**src/rtl/fibo_pkg.sv**
```systemverilog
// Shared types and constants for the Fibonacci generator/index pair.
// Both blocks use the same IDLE/OP/DONE handshake state encoding.
package fibo_pkg;

    localparam int FIBO_W     = 20;
    localparam int FIBO_NW    = 5;
    localparam int FIBO_MAX_N = 30;

    typedef enum logic [1:0] {
        IDLE,
        OP,
        DONE
    } fibo_state_t;

endpackage

```
**src/rtl/fibo_index.sv**
```systemverilog
// Inverse Fibonacci: finds the largest n with F(n) <= v, F(0)=0, F(1)=1.
// Multi-cycle start/ready/done_tick FSM, one Fibonacci step per OP cycle.
//
// Ports:
//   clk       rising-edge clock
//   rst       asynchronous active-high reset
//   start     request, sampled only while ready
//   v         value to search, latched when start is accepted
//   ready     high exactly while idle
//   done_tick one-cycle pulse when the result is complete
//   n         result index
//   f         F(n)
//   exact     1 when F(n) == v
//   rem       v - F(n), only when FIBO_INDEX_REM_EN is defined
//
// Optional feature macro: FIBO_INDEX_REM_EN (adds the rem output).
module fibo_index
    import fibo_pkg::*;
#(
    parameter int W  = FIBO_W,
    parameter int NW = FIBO_NW
) (
    input  logic          clk,
    input  logic          rst,
    input  logic          start,
    input  logic [W-1:0]  v,
    output logic          ready,
    output logic          done_tick,
    output logic [NW-1:0] n,
    output logic [W-1:0]  f,
    output logic          exact
`ifdef FIBO_INDEX_REM_EN
    ,
    output logic [W-1:0]  rem
`endif
);

    fibo_state_t state_q;
    fibo_state_t state_d;

    logic [W-1:0]  v_q;
    logic [W-1:0]  v_d;
    logic [W-1:0]  t0_q;
    logic [W-1:0]  t0_d;
    logic [W-1:0]  t1_q;
    logic [W-1:0]  t1_d;
    logic [NW-1:0] n_d;
    logic [W-1:0]  f_d;
    logic          exact_d;
`ifdef FIBO_INDEX_REM_EN
    logic [W-1:0]  rem_d;
`endif

    // One extra bit so t0+t1 never wraps and the compare against v
    // stays correct even when the next term no longer fits in W bits.
    logic [W:0] nxt;
    logic       v_zero;
    logic       past;

    assign nxt    = {1'b0, t0_q} + {1'b0, t1_q};
    assign v_zero = (v_q == '0);
    assign past   = (nxt > {1'b0, v_q});

    // State register
    always_ff @(posedge clk or posedge rst) begin
        if (rst) begin
            state_q <= IDLE;
        end else begin
            state_q <= state_d;
        end
    end

    // Next-state logic
    always_comb begin
        state_d = state_q;
        unique case (state_q)
            IDLE: if (start) state_d = OP;
            OP:   if (v_zero || past) state_d = DONE;
            DONE: state_d = IDLE;
            default: state_d = IDLE;
        endcase
    end

    // Output decode, from the state register only
    always_comb begin
        ready     = 1'b0;
        done_tick = 1'b0;
        unique case (1'b1)
            (state_q == IDLE): ready     = 1'b1;
            (state_q == DONE): done_tick = 1'b1;
            default: ;
        endcase
    end

    // Datapath next values
    always_comb begin
        v_d     = v_q;
        t0_d    = t0_q;
        t1_d    = t1_q;
        n_d     = n;
        f_d     = f;
        exact_d = exact;
`ifdef FIBO_INDEX_REM_EN
        rem_d   = rem;
`endif
        unique case (state_q)
            IDLE: begin
                if (start) begin
                    v_d  = v;
                    t0_d = '0;
                    t1_d = W'(1);
                    n_d  = NW'(1);
                end
            end
            OP: begin
                if (v_zero) begin
                    n_d     = '0;
                    f_d     = '0;
                    exact_d = 1'b1;
`ifdef FIBO_INDEX_REM_EN
                    rem_d   = '0;
`endif
                end else if (past) begin
                    // t1 is F(n): the largest term not above v.
                    f_d     = t1_q;
                    exact_d = (t1_q == v_q);
`ifdef FIBO_INDEX_REM_EN
                    rem_d   = v_q - t1_q;
`endif
                end else begin
                    t0_d = t1_q;
                    t1_d = nxt[W-1:0];
                    n_d  = n + NW'(1);
                end
            end
            default: ;
        endcase
    end

    // Datapath registers
    always_ff @(posedge clk or posedge rst) begin
        if (rst) begin
            v_q   <= '0;
            t0_q  <= '0;
            t1_q  <= '0;
            n     <= '0;
            f     <= '0;
            exact <= 1'b0;
`ifdef FIBO_INDEX_REM_EN
            rem   <= '0;
`endif
        end else begin
            v_q   <= v_d;
            t0_q  <= t0_d;
            t1_q  <= t1_d;
            n     <= n_d;
            f     <= f_d;
            exact <= exact_d;
`ifdef FIBO_INDEX_REM_EN
            rem   <= rem_d;
`endif
        end
    end

endmodule

```
**config.mk**
```make
export PLATFORM = sky130hd
export DESIGN_NAME = fibo_index
export DESIGN_NICKNAME = d
export VERILOG_FILES = /design/src/rtl/fibo_pkg.sv /design/src/rtl/fibo_index.sv
export SDC_FILE = /design/constraint.sdc
export NUM_CORES = 1
export LEC_CHECK = 0
export BUFFER_PORTS_ARGS = -buffer_cell sky130_fd_sc_hd__buf_2
export CORE_MARGIN = 1.5
export CORE_UTILIZATION = 50
export CTS_CLUSTER_DIAMETER = 30
export DETAILED_ROUTE_END_ITERATION = 10
export PLACE_DENSITY_LB_ADDON = 0.08
export RECOVER_POWER = 25
export REMOVE_ABC_BUFFERS = 1
export SYNTH_ARGS = -nofsm -noshare
export SYNTH_HDL_FRONTEND = slang
export SYNTH_SLANG_ARGS = --single-unit
```
**constraint.sdc**
```tcl
create_clock -name clk -period 13.35 [get_ports clk]
set_input_delay 1.335 -clock clk [delete_from_list [all_inputs] [get_ports clk]]
set_output_delay 1.335 -clock clk [all_outputs]
set_load 0.05 [all_outputs]
```
==> run summary, run 1 <==
CP max stage cell: nor3_4
Clock network latency to the later pin of the worst-skew pair: 0.38 ns
CTS Root Cell: clkbuf_8
Max layer used: met4
Initial antenna violation count: 0
Final Hold Fails: 0
Starting Density: 52.06%
N_diodes: 0
Final setup margin: 7.652 ns
Max-Cap Viols: 2
Hpwl dp: 10080 um
DRC: 0
Sequential power share: 28.4%
Tcrit/Tclk final: 42.68%
HP Class: register to register
Post-Syn Instances: 582
CP Launch Type: register
XOR/XNOR Fraction of Synth Area: 5.653%
Dpl cells: 745
Comb power frac: 60.0%
RSZ-0062 raised after global routing: false
Crit Path Max Fanout: 24
Clock transition at the registers of the reported paths: 0.10 ns
Critical Path Most Common Cell: ha_1
Gr usage total: 26.92%
Critical-path cell list: ha_1 > fa_1 > a211oi_1 > o21bai_1 > o211a_1 > a41o_1 > mux2_2 > nor2_1 > inv_1 > ha_1 > a2111oi_0 > o21a_1 > nand2_1 > o221ai_2 > a41oi_2 > nor3_4 > buf_4 > mux2i_1
Slew @ Worst Pin: 3.105 ns
Via-to-Cell Ratio: 5.922
First-pass GRT wire length: 23540 um
Die Footprint: 0.01148 mm^2
Final Setup Violations: 0
Number of global-route vias before repair: 4508
Post-synthesis mux area share: 5.261%
TritonCTS clock tree: yes
Final wirelength: 14220 um
Max Root-Sink Buffers: 2
Share of layout cells above drive strength 1: 12.96%
Top FF cell, synth: dfrtp_1
Worst VDD drop: 0.1351 mV
Clock network power share: 11.6%
Post-synth ARST share: 100.0%
Core ar.: 0.01042 mm^2
DR pass1 iterations: 5
Post-route antenna net violation count: 0
Yosys reg bits: 88
Critical Path End Type: register
WS Path Type: register to register
Row count: 37
Routed via count: 4507
Final #Nets: 685
Fmax: 175.5 MHz
Pint: 0.7804 mW
Simple-gate portion of the synthesized area: 15.81%
Outcome: finished with violations
PwrDens: 271.1 mW/mm^2
Final global-route overflow total: 0
Mapped Area: 0.005423 mm^2
Largest net degree at the start of global routing: 59
Synth Area per Inst: 9.317 um^2
Leakage: 2.900 nW
Yosys warns: 0
Area Growth Syn to Fin: 9.691%
Largest family of logic cells by synthesized area: compound AO/OA/AOI/OAI gates
Port Buffer Count: 50
Post-CTS Hold Fix Bufs: 0
Post-place setup slack: 7.695 ns
Ports: 51
Synth Area in Adders: 9.829%
Synth cell types: 57
WL per Instance: 18.69 um
Die X: 107.1 um
Failing checks: capacitance limit, slew limit
Met3 wire length: 682 um
Number of synthesized flops with an enable pin: 0
Die H: 107.1 um
Req. time, crit path: 13.64 ns
Initial DRC Count: 235
CP peak stage delay: 0.93 ns
H-tree levels: 3
Setup TNS: 0 ns
Post-cts gate resize count: 0
Met2 wire length: 6655 um
Final Wtd Congestion: 0.9033
Non-filler cells, final: 761
CTS buffer count: 9
M1 wire length: 6445 um
Worst rel slew slack: -107.0%
Setup Skew: 0.01398 ns
Sw frac: 51.60%
Fin crit period: 5.698 ns
Compound-Gate Fraction of Synth Area: 18.48%
Post CTS Setup Buffer Count: 0
Clk sinks: 88
Filler cells: 972
Sequential area share after synthesis: 40.61%
Net switching power: 0.8320 mW
Slew Limit Fails: 102
Critical Path AT: 5.99 ns
## critical path, delay by kind of cell, from the launching register on
family / cells / cell delay [ns]
AO/OA/AOI/OAI: 8 / 1.94
adder cells (fa/ha/maj): 3 / 0.99
buffers and inverters: 2 / 0.53
flip-flops: 1 / 0.45
multiplexers: 2 / 0.54
AND/OR/NAND/NOR: 3 / 1.16
## sequential cells by signal (all words and copies together) (netlist names)
name	flops
f	20
t0_q	20
t1_q	20
v_q	20
n	5
state_q	2
exact	1
## layout by cell type, fill, tap and decap left out, types with 3 or more instances in the layout
cell type   n
a22o_1     20
nor2b_1     3
o211ai_1    8
nand2_1    97
xnor2_1    21
buf_4       3
nor3_1      5
clkbuf_8    9
dfrtp_1    88
and2_1      3
inv_1      29
xor2_1     14
a221oi_1    3
a21o_1     12
mux2i_1    24
buf_2      49
o21a_1      6
o21ai_0    49
nor4_1      8
nand4_1     9
clkbuf_1    4
nand3_1    21
a21oi_1    21
clkinv_2    3
nor2_1     16
and3_1      5
a211oi_1    7
ha_1       41
nand2b_1    5
## final timing paths
path	to	slack, ns	from	depth (start not counted)
setup / recovery	t0_q[3]	7.65	t1_q[0]	18
hold / removal	f[18]	0.50	f[18]	1
setup reg to reg	t0_q[3]	7.65	t1_q[0]	18
hold reg to reg	f[18]	0.50	f[18]	1
max in group asynchronous	n[4]	8.61	rst	3
min in group asynchronous	f[12]	1.24	rst	2
## layer usage
| metal | up-vias | global-route usage, % |
|---|---|---|
| met5 | - | 0 |
| met4 | 0 | 11.90 |
| met3 | 29 | 3.343 |
| met2 | 153 | 43.31 |
| met1 | 2169 | 36.34 |
| li1 | 2156 | - |
## logic make-up after synthesis
group | after synthesis
AOI/OAI and AO/OA | 147
adders and majority gates | 42
xor gates and xnor gates | 35
and+or+nand+nor | 184
buffers and inverters | 58
muxes | 28
DFF | 88
## per-stage QoR
step / total power, mW / util (%) / hold slack (ns) / area [um^2]
6_report: 1.612 / 57.11 / 0.5000 / 5948
5_1_grt: 1.734 / 57.11 / 0.5159 / 5948
4_1_cts: 1.614 / 57.19 / 0.5032 / 5957
3_5_place_dp: 1.424 / 55.39 / 0.4760 / 5769
3_3_place_gp: 1.405 / 55.39 / 0.4791 / 5769
2_1_floorplan: 1.131 / - / 0.5055 / 5299
## power groups by stage
| stage | logic [mW] | clock network (mW) | registers [mW] |
|---|---|---|---|
| after floorplan | 0.616 | 0 | 0.515 |
| after global placement | 0.948 | 0 | 0.458 |
| after detailed placement | 0.963 | 0 | 0.461 |
| after CTS | 0.967 | 0.191 | 0.456 |
| after global routing | 1.06 | 0.203 | 0.471 |
| final | 0.968 | 0.187 | 0.458 |
## cells in the mapped netlist (3+ instances only)
cell,instances,share of area (%)
a21o_1,12,1.7
xnor2_1,21,3.4
a22o_1,20,3.2
nand4_1,9,1.0
a21oi_1,21,1.9
a211oi_1,7,0.97
nand2b_1,5,0.58
mux2i_1,24,4.4
inv_1,30,2.1
nor3_1,5,0.46
and2_1,4,0.46
nand2_1,97,6.7
a221oi_1,3,0.48
o211ai_1,8,1.1
nor2_1,16,1.1
nor4_1,8,0.92
o21ai_0,49,4.5
nand3_1,21,1.9
o21a_1,6,0.83
xor2_1,14,2.3
nor2b_1,4,0.46
buf_2,9,0.83
clkbuf_1,17,1.2
and3_1,5,0.58
dfrtp_1,88,41
ha_1,41,9.5
## area by class of cell
class                   instances  area [um^2]  area share [%]
repair buffers                 55        279.0           4.691
multi-input cells             436         2995           50.36
well taps                     136        170.2           2.861
flip-flops and latches         88         2202           37.02
clock buffers                  10        127.6           2.146
inverters                      30        113.9           1.914
clock inverters                 6        60.06           1.010
No activity file was read; power rests on OpenSTA's default activity.
==> run 2: changes to the inputs <==
clock period = 4.7 ns   (was 13.35 ns; I/O delays follow)
==> run 2 against run 1 <==
Net effect: global-route usage fell by 0.35 points; combinational power rose to 3.1 times the previous value; first-iteration DRC count rose by 13%; cell count increased by 1.4%; core utilization up 1.4 points; critical path type unchanged; clock skew decreased by 0.0031 ns; power rose to 3.0 times the previous value; maximum frequency is 26% higher; clock power grew to 2.8 times the previous value; the run still ends with capacitance limit, slew limit left; clock-buffer cell count up 2; highest routed layer unchanged.
==> run summary, run 2 (synthesis gave the netlist of run 1 again) <==
Starting Density: 52.06%
Setup Skew: 0.01092 ns
Hold Path Depth: 3
Via-to-Cell Ratio: 5.872
First-pass GRT wire length: 23470 um
TritonCTS clock tree: yes
WL per Instance: 18.67 um
Tcrit/Tclk final: 96.39%
N_diodes: 0
DRC: 0
CTS Root Cell: clkbuf_8
Row count: 37
Max-Cap Viols: 1
Leakage: 2.985 nW
Post-CTS Hold Fix Bufs: 0
Share of layout cells above drive strength 1: 15.25%
Initial DRC Count: 266
PwrDens: 788.3 mW/mm^2
Final Hold Fails: 0
Hpwl dp: 10210 um
Top delay family on crit path: compound AO/OA/AOI/OAI gates
Routed via count: 4533
Comb power frac: 62.1%
Final #Nets: 697
Critical-path cell list: ha_1 > fa_2 > a211oi_2 > o21bai_1 > o211a_1 > a41o_1 > mux2_2 > nor2_1 > inv_1 > ha_1 > nand4_1 > or4_1 > o221ai_2 > a41oi_2 > o221a_4 > a22o_1
DR pass1 iterations: 5
Post-route antenna net violation count: 0
Critical Path Most Common Cell: ha_1
WS Path Type: register to register
Clk sinks: 88
Crit Path Max Fanout: 20
Worst VDD drop: 0.4537 mV
CTS buffer count: 9
Fin crit period: 4.530 ns
Largest net degree at the start of global routing: 58
CP peak stage delay: 0.48 ns
Number of global-route vias before repair: 4488
CP Launch Type: register
Slew @ Worst Pin: 2.520 ns
RSZ-0062 raised after global routing: false
Final wirelength: 14420 um
Reg2reg setup slack: 0.17 ns
Reg2Reg Capture Point: f[19]
Die Footprint: 0.01148 mm^2
Area of the multi-input gates: 0.003030 mm^2
Start of the worst register-to-register path: t0_q[0]
Critical Path AT: 4.78 ns
Max Root-Sink Buffers: 2
Net switching power: 2.427 mW
Failing checks: capacitance limit, slew limit
Critical Path End Type: register
Die H: 107.1 um
Initial antenna violation count: 0
Setup TNS: 0 ns
Clock network power share: 11.0%
Clock network latency to the later pin of the worst-skew pair: 0.37 ns
Area Growth Syn to Fin: 12.30%
Commonest non-fill, non-tap cell in the layout: nand2_1
Die X: 107.1 um
Filler cells: 926
Final global-route overflow total: 0
Sequential power share: 26.9%
Req. time, crit path: 4.95 ns
Final Wtd Congestion: 0.9117
HP Class: primary input to register
Worst rel slew slack: -68.89%
Most frequent cells in the layout: nand2_1, dfrtp_1, buf_2
R2R cell count: 16
Gr usage total: 26.57%
Port Buffer Count: 50
Ports: 51
Fmax: 220.7 MHz
Outcome: finished with violations
Clock transition at the registers of the reported paths: 0.09 ns
Sw frac: 50.56%
Pwr Total: 4.801 mW
Worst hold endpoint: v_q[5]
H-tree levels: 3
Pint: 2.374 mW
Area occupied by registers: 0.002202 mm^2
WP buf/inv: 1
Core ar.: 0.01042 mm^2
WP depth: 16
Worst hold path startpoint: v[5]
CP max stage cell: o221a_4
Slew Limit Fails: 58
Final Setup Violations: 0
## run 2: worst register-to-register path, delay by kind of cell (launching register included)
family	cells	cell delay, ns
DFF	1	0.39
and+or+nand+nor	3	0.66
muxes	1	0.28
buffers and inverters	1	0.06
adders and majority gates	3	0.98
AOI/OAI and AO/OA	8	2.06
## run 2: repair_timing
action / 4_1_cts / 5_1_grt
gates resized for setup: 2 / 6
pin swaps: 0 / 1
setup buffers: 2 / 0
gates cloned: 0 / 0
setup endpoints to repair: 45 / 67
## run 2: layout make-up
class,instances,share of cell area [%]
flip-flops and latches,88,36.16
well taps,136,2.794
multi-input cells,436,49.76
clock buffers,12,2.383
repair buffers,67,6.328
inverters,30,1.870
clock inverters,3,0.6986
## run 2: metal layers
metal	up-vias	global-route usage (%)	part of all wire, %	routed length, um
li1	2171	-	-	-
met1	2199	36.59	46	6693
met2	130	41.22	45	6556
met3	33	3.769	4.7	678
met4	0	12.38	3.4	486
met5	-	0	0	0
## run 2: worst max-delay path by stage
| stage | start | to | slack, ns |
|---|---|---|---|
| finish | t0_q[0] | f[19] | 0.17 |
| global route | t0_q[0] | t0_q[19] | 0.01 |
| CTS | t0_q[0] | t0_q[12] | 0.02 |
| detailed placement | t0_q[0] | t0_q[4] | -0.06 |
| global placement | t0_q[0] | t0_q[1] | 0.12 |
| floorplan | t1_q[0] | t1_q[16] | -0.44 |
## run 2: power groups by stage
stage	Sequential (mW)	Combinational, mW	Clock [mW]
2_1_floorplan	1.46	1.75	0
3_3_place_gp	1.30	2.81	0
3_5_place_dp	1.30	2.86	0
4_1_cts	1.29	2.92	0.537
5_1_grt	1.33	3.24	0.568
6_report	1.29	2.98	0.529
## run 2: metrics by stage
step | util (%) | worst slack (ns) | instances | area [um^2] | hold WS [ns]
after floorplan | - | -0.4387 | 554 | 5299 | 0.5055
after global placement | 56.11 | 0.1231 | 755 | 5844 | 0.4769
after detailed placement | 56.11 | -0.06263 | 755 | 5844 | 0.4780
after CTS | 58.17 | 0.02155 | 772 | 6060 | 0.2962
after global routing | 58.46 | 0.009938 | 772 | 6090 | 0.3005
final | 58.46 | 0.1698 | 772 | 6090 | 0.3031
==> run 3: changes to the inputs <==
CORE_UTILIZATION = 54   (was 50)
==> run 3 against run 2 <==
Net effect: the run still ends with capacitance limit, slew limit left; maximum frequency is 0.19% higher; global-route usage is 2.9 points higher; clock-buffer cell count stayed put; wire length is 1.6% higher; sequential power hardly changed; largest cell class unchanged.
==> run summary, run 3 (synthesis gave the netlist of run 1 again) <==
Worst hold endpoint: v_q[5]
Placed Instance Area: 0.005873 mm^2
Worst hold path startpoint: v[5]
WP depth: 17
Largest net degree at the start of global routing: 52
Number of global-route vias before repair: 4554
Clock network latency to the later pin of the worst-skew pair: 0.37 ns
Min Hold Slack: 0.2995 ns
Area of the multi-input gates: 0.003040 mm^2
Hpwl dp: 10430 um
Die X: 103.2 um
Area occupied by registers: 0.002202 mm^2
First-pass GRT wire length: 23450 um
DR pass1 iterations: 5
Post-CTS Hold Fix Bufs: 0
Final #Nets: 699
Reg2Reg Capture Point: f[0]
Max Root-Sink Buffers: 2
Core ar.: 0.009774 mm^2
Final setup margin: 0.1781 ns
CTS buffer count: 9
PwrDens: 806.7 mW/mm^2
Final Setup Violations: 0
Final wirelength: 14650 um
Port Buffer Count: 50
Slew @ Worst Pin: 2.746 ns
CP Launch Type: register
Hold Path Depth: 3
Via-to-Cell Ratio: 5.940
Dpl cells: 753
Fmax: 221.1 MHz
Ports: 51
Post-route antenna net violation count: 0
Critical Path Most Common Cell: ha_1
Critical-path cell list: ha_1 > fa_2 > a211oi_1 > o21bai_1 > o211a_1 > a41o_1 > mux2_2 > nor2_2 > inv_1 > ha_1 > nand4_1 > or4_1 > o221ai_2 > a41oi_4 > o221a_2 > buf_12 > a22o_1
Clock transition at the registers of the reported paths: 0.09 ns
Final Hold Fails: 0
Start of the worst register-to-register path: t0_q[0]
TritonCTS clock tree: yes
Post-place setup slack: -0.03009 ns
Critical Path End Type: register
Max-Cap Viols: 2
CP peak stage delay: 0.44 ns
WP buf/inv: 2
Routed via count: 4586
Setup Skew: 0.008078 ns
Top delay family on crit path: compound AO/OA/AOI/OAI gates
Most frequent cells in the layout: nand2_1, dfrtp_1, buf_2
Critical Path AT: 4.78 ns
Initial DRC Count: 223
HP Class: primary input to register
Tcrit/Tclk final: 96.21%
Leakage: 3.011 nW
Final global-route overflow total: 0
Row count: 36
Fin crit period: 4.522 ns
WL per Instance: 18.98 um
H-tree levels: 3
DRC: 0
CP max stage cell: or4_1
Area Growth Syn to Fin: 13.71%
Die Footprint: 0.01065 mm^2
Die H: 103.2 um
Setup TNS: 0 ns
WS Path Type: register to register
Worst VDD drop: 0.5419 mV
Reg2reg setup slack: 0.18 ns
Crit Path Max Fanout: 20
N_diodes: 0
Clk sinks: 88
Worst rel slew slack: -83.09%
CTS Root Cell: clkbuf_8
Post-layout util: 63.08%
Final Wtd Congestion: 1.051
Filler cells: 860
Non-filler cells, final: 772
Gr usage total: 29.47%
Outcome: finished with violations
Initial antenna violation count: 0
Slew Limit Fails: 91
R2R cell count: 17
Starting Density: 55.48%
Share of layout cells above drive strength 1: 15.96%
Failing checks: capacitance limit, slew limit
Final Instance Area: 0.006166 mm^2
Req. time, crit path: 4.96 ns
Pwr Total: 4.974 mW
Commonest non-fill, non-tap cell in the layout: nand2_1
==> run 3: cell types whose count changed in the layout (fill, tap and decap cells not counted), sizes merged <==
cell and delta:
clkbuf +2, clkinv +2, clkinvlp -1
==> run 3: worst max path at each step <==
| stage | from | end | slack [ns] |
|---|---|---|---|
| floorplan | t1_q[0] | t1_q[16] | -0.44 |
| global placement | t0_q[0] | t0_q[3] | 0.18 |
| detailed placement | t0_q[0] | t0_q[1] | -0.03 |
| CTS | t0_q[0] | t0_q[1] | 0.06 |
| global route | t0_q[0] | f[5] | -0.01 |
| finish | t0_q[0] | f[0] | 0.18 |
==> run 3: area by class of cell <==
| cell class | instances | area share (%) |
|---|---|---|
| Sequential cell | 88 | 35.71 |
| Tap cell | 133 | 2.699 |
| Multi-Input combinational cell | 436 | 49.31 |
| Clock buffer | 12 | 2.516 |
| Timing Repair Buffer | 69 | 7.062 |
| Inverter | 30 | 1.847 |
| Clock inverter | 4 | 0.8523 |
==> run 3: power by group <==
part	leakage [nW]	total [mW]	switching, mW	internal (mW)
clock network	0.107	0.557	0.281	0.276
registers	1.16	1.29	0.271	1.02
logic	1.74	3.13	1.95	1.18
total	3.01	4.97	2.50	2.48
==> run 3: what timing repair did <==
item                       CTS  global route
setup buffers                2             0
setup endpoints to repair   15            68
gates resized for setup      0             9
cloned                       0             1
pin swaps                    1             2
==> run 3: worst min-delay path, stage by stage <==
cell	delay, ns
buf_2	0.08
nand2_1	0.04
o21ai_0	0.05
==> run 3: layer usage <==
layer / wire (um) / up-vias / GRT usage, %
met4: 504 / 0 / 13.41
met3: 714 / 35 / 4.099
met1: 6650 / 2237 / 39.58
met2: 6781 / 143 / 47.62
met5: 0 / - / 0
li1: - / 2171 / -
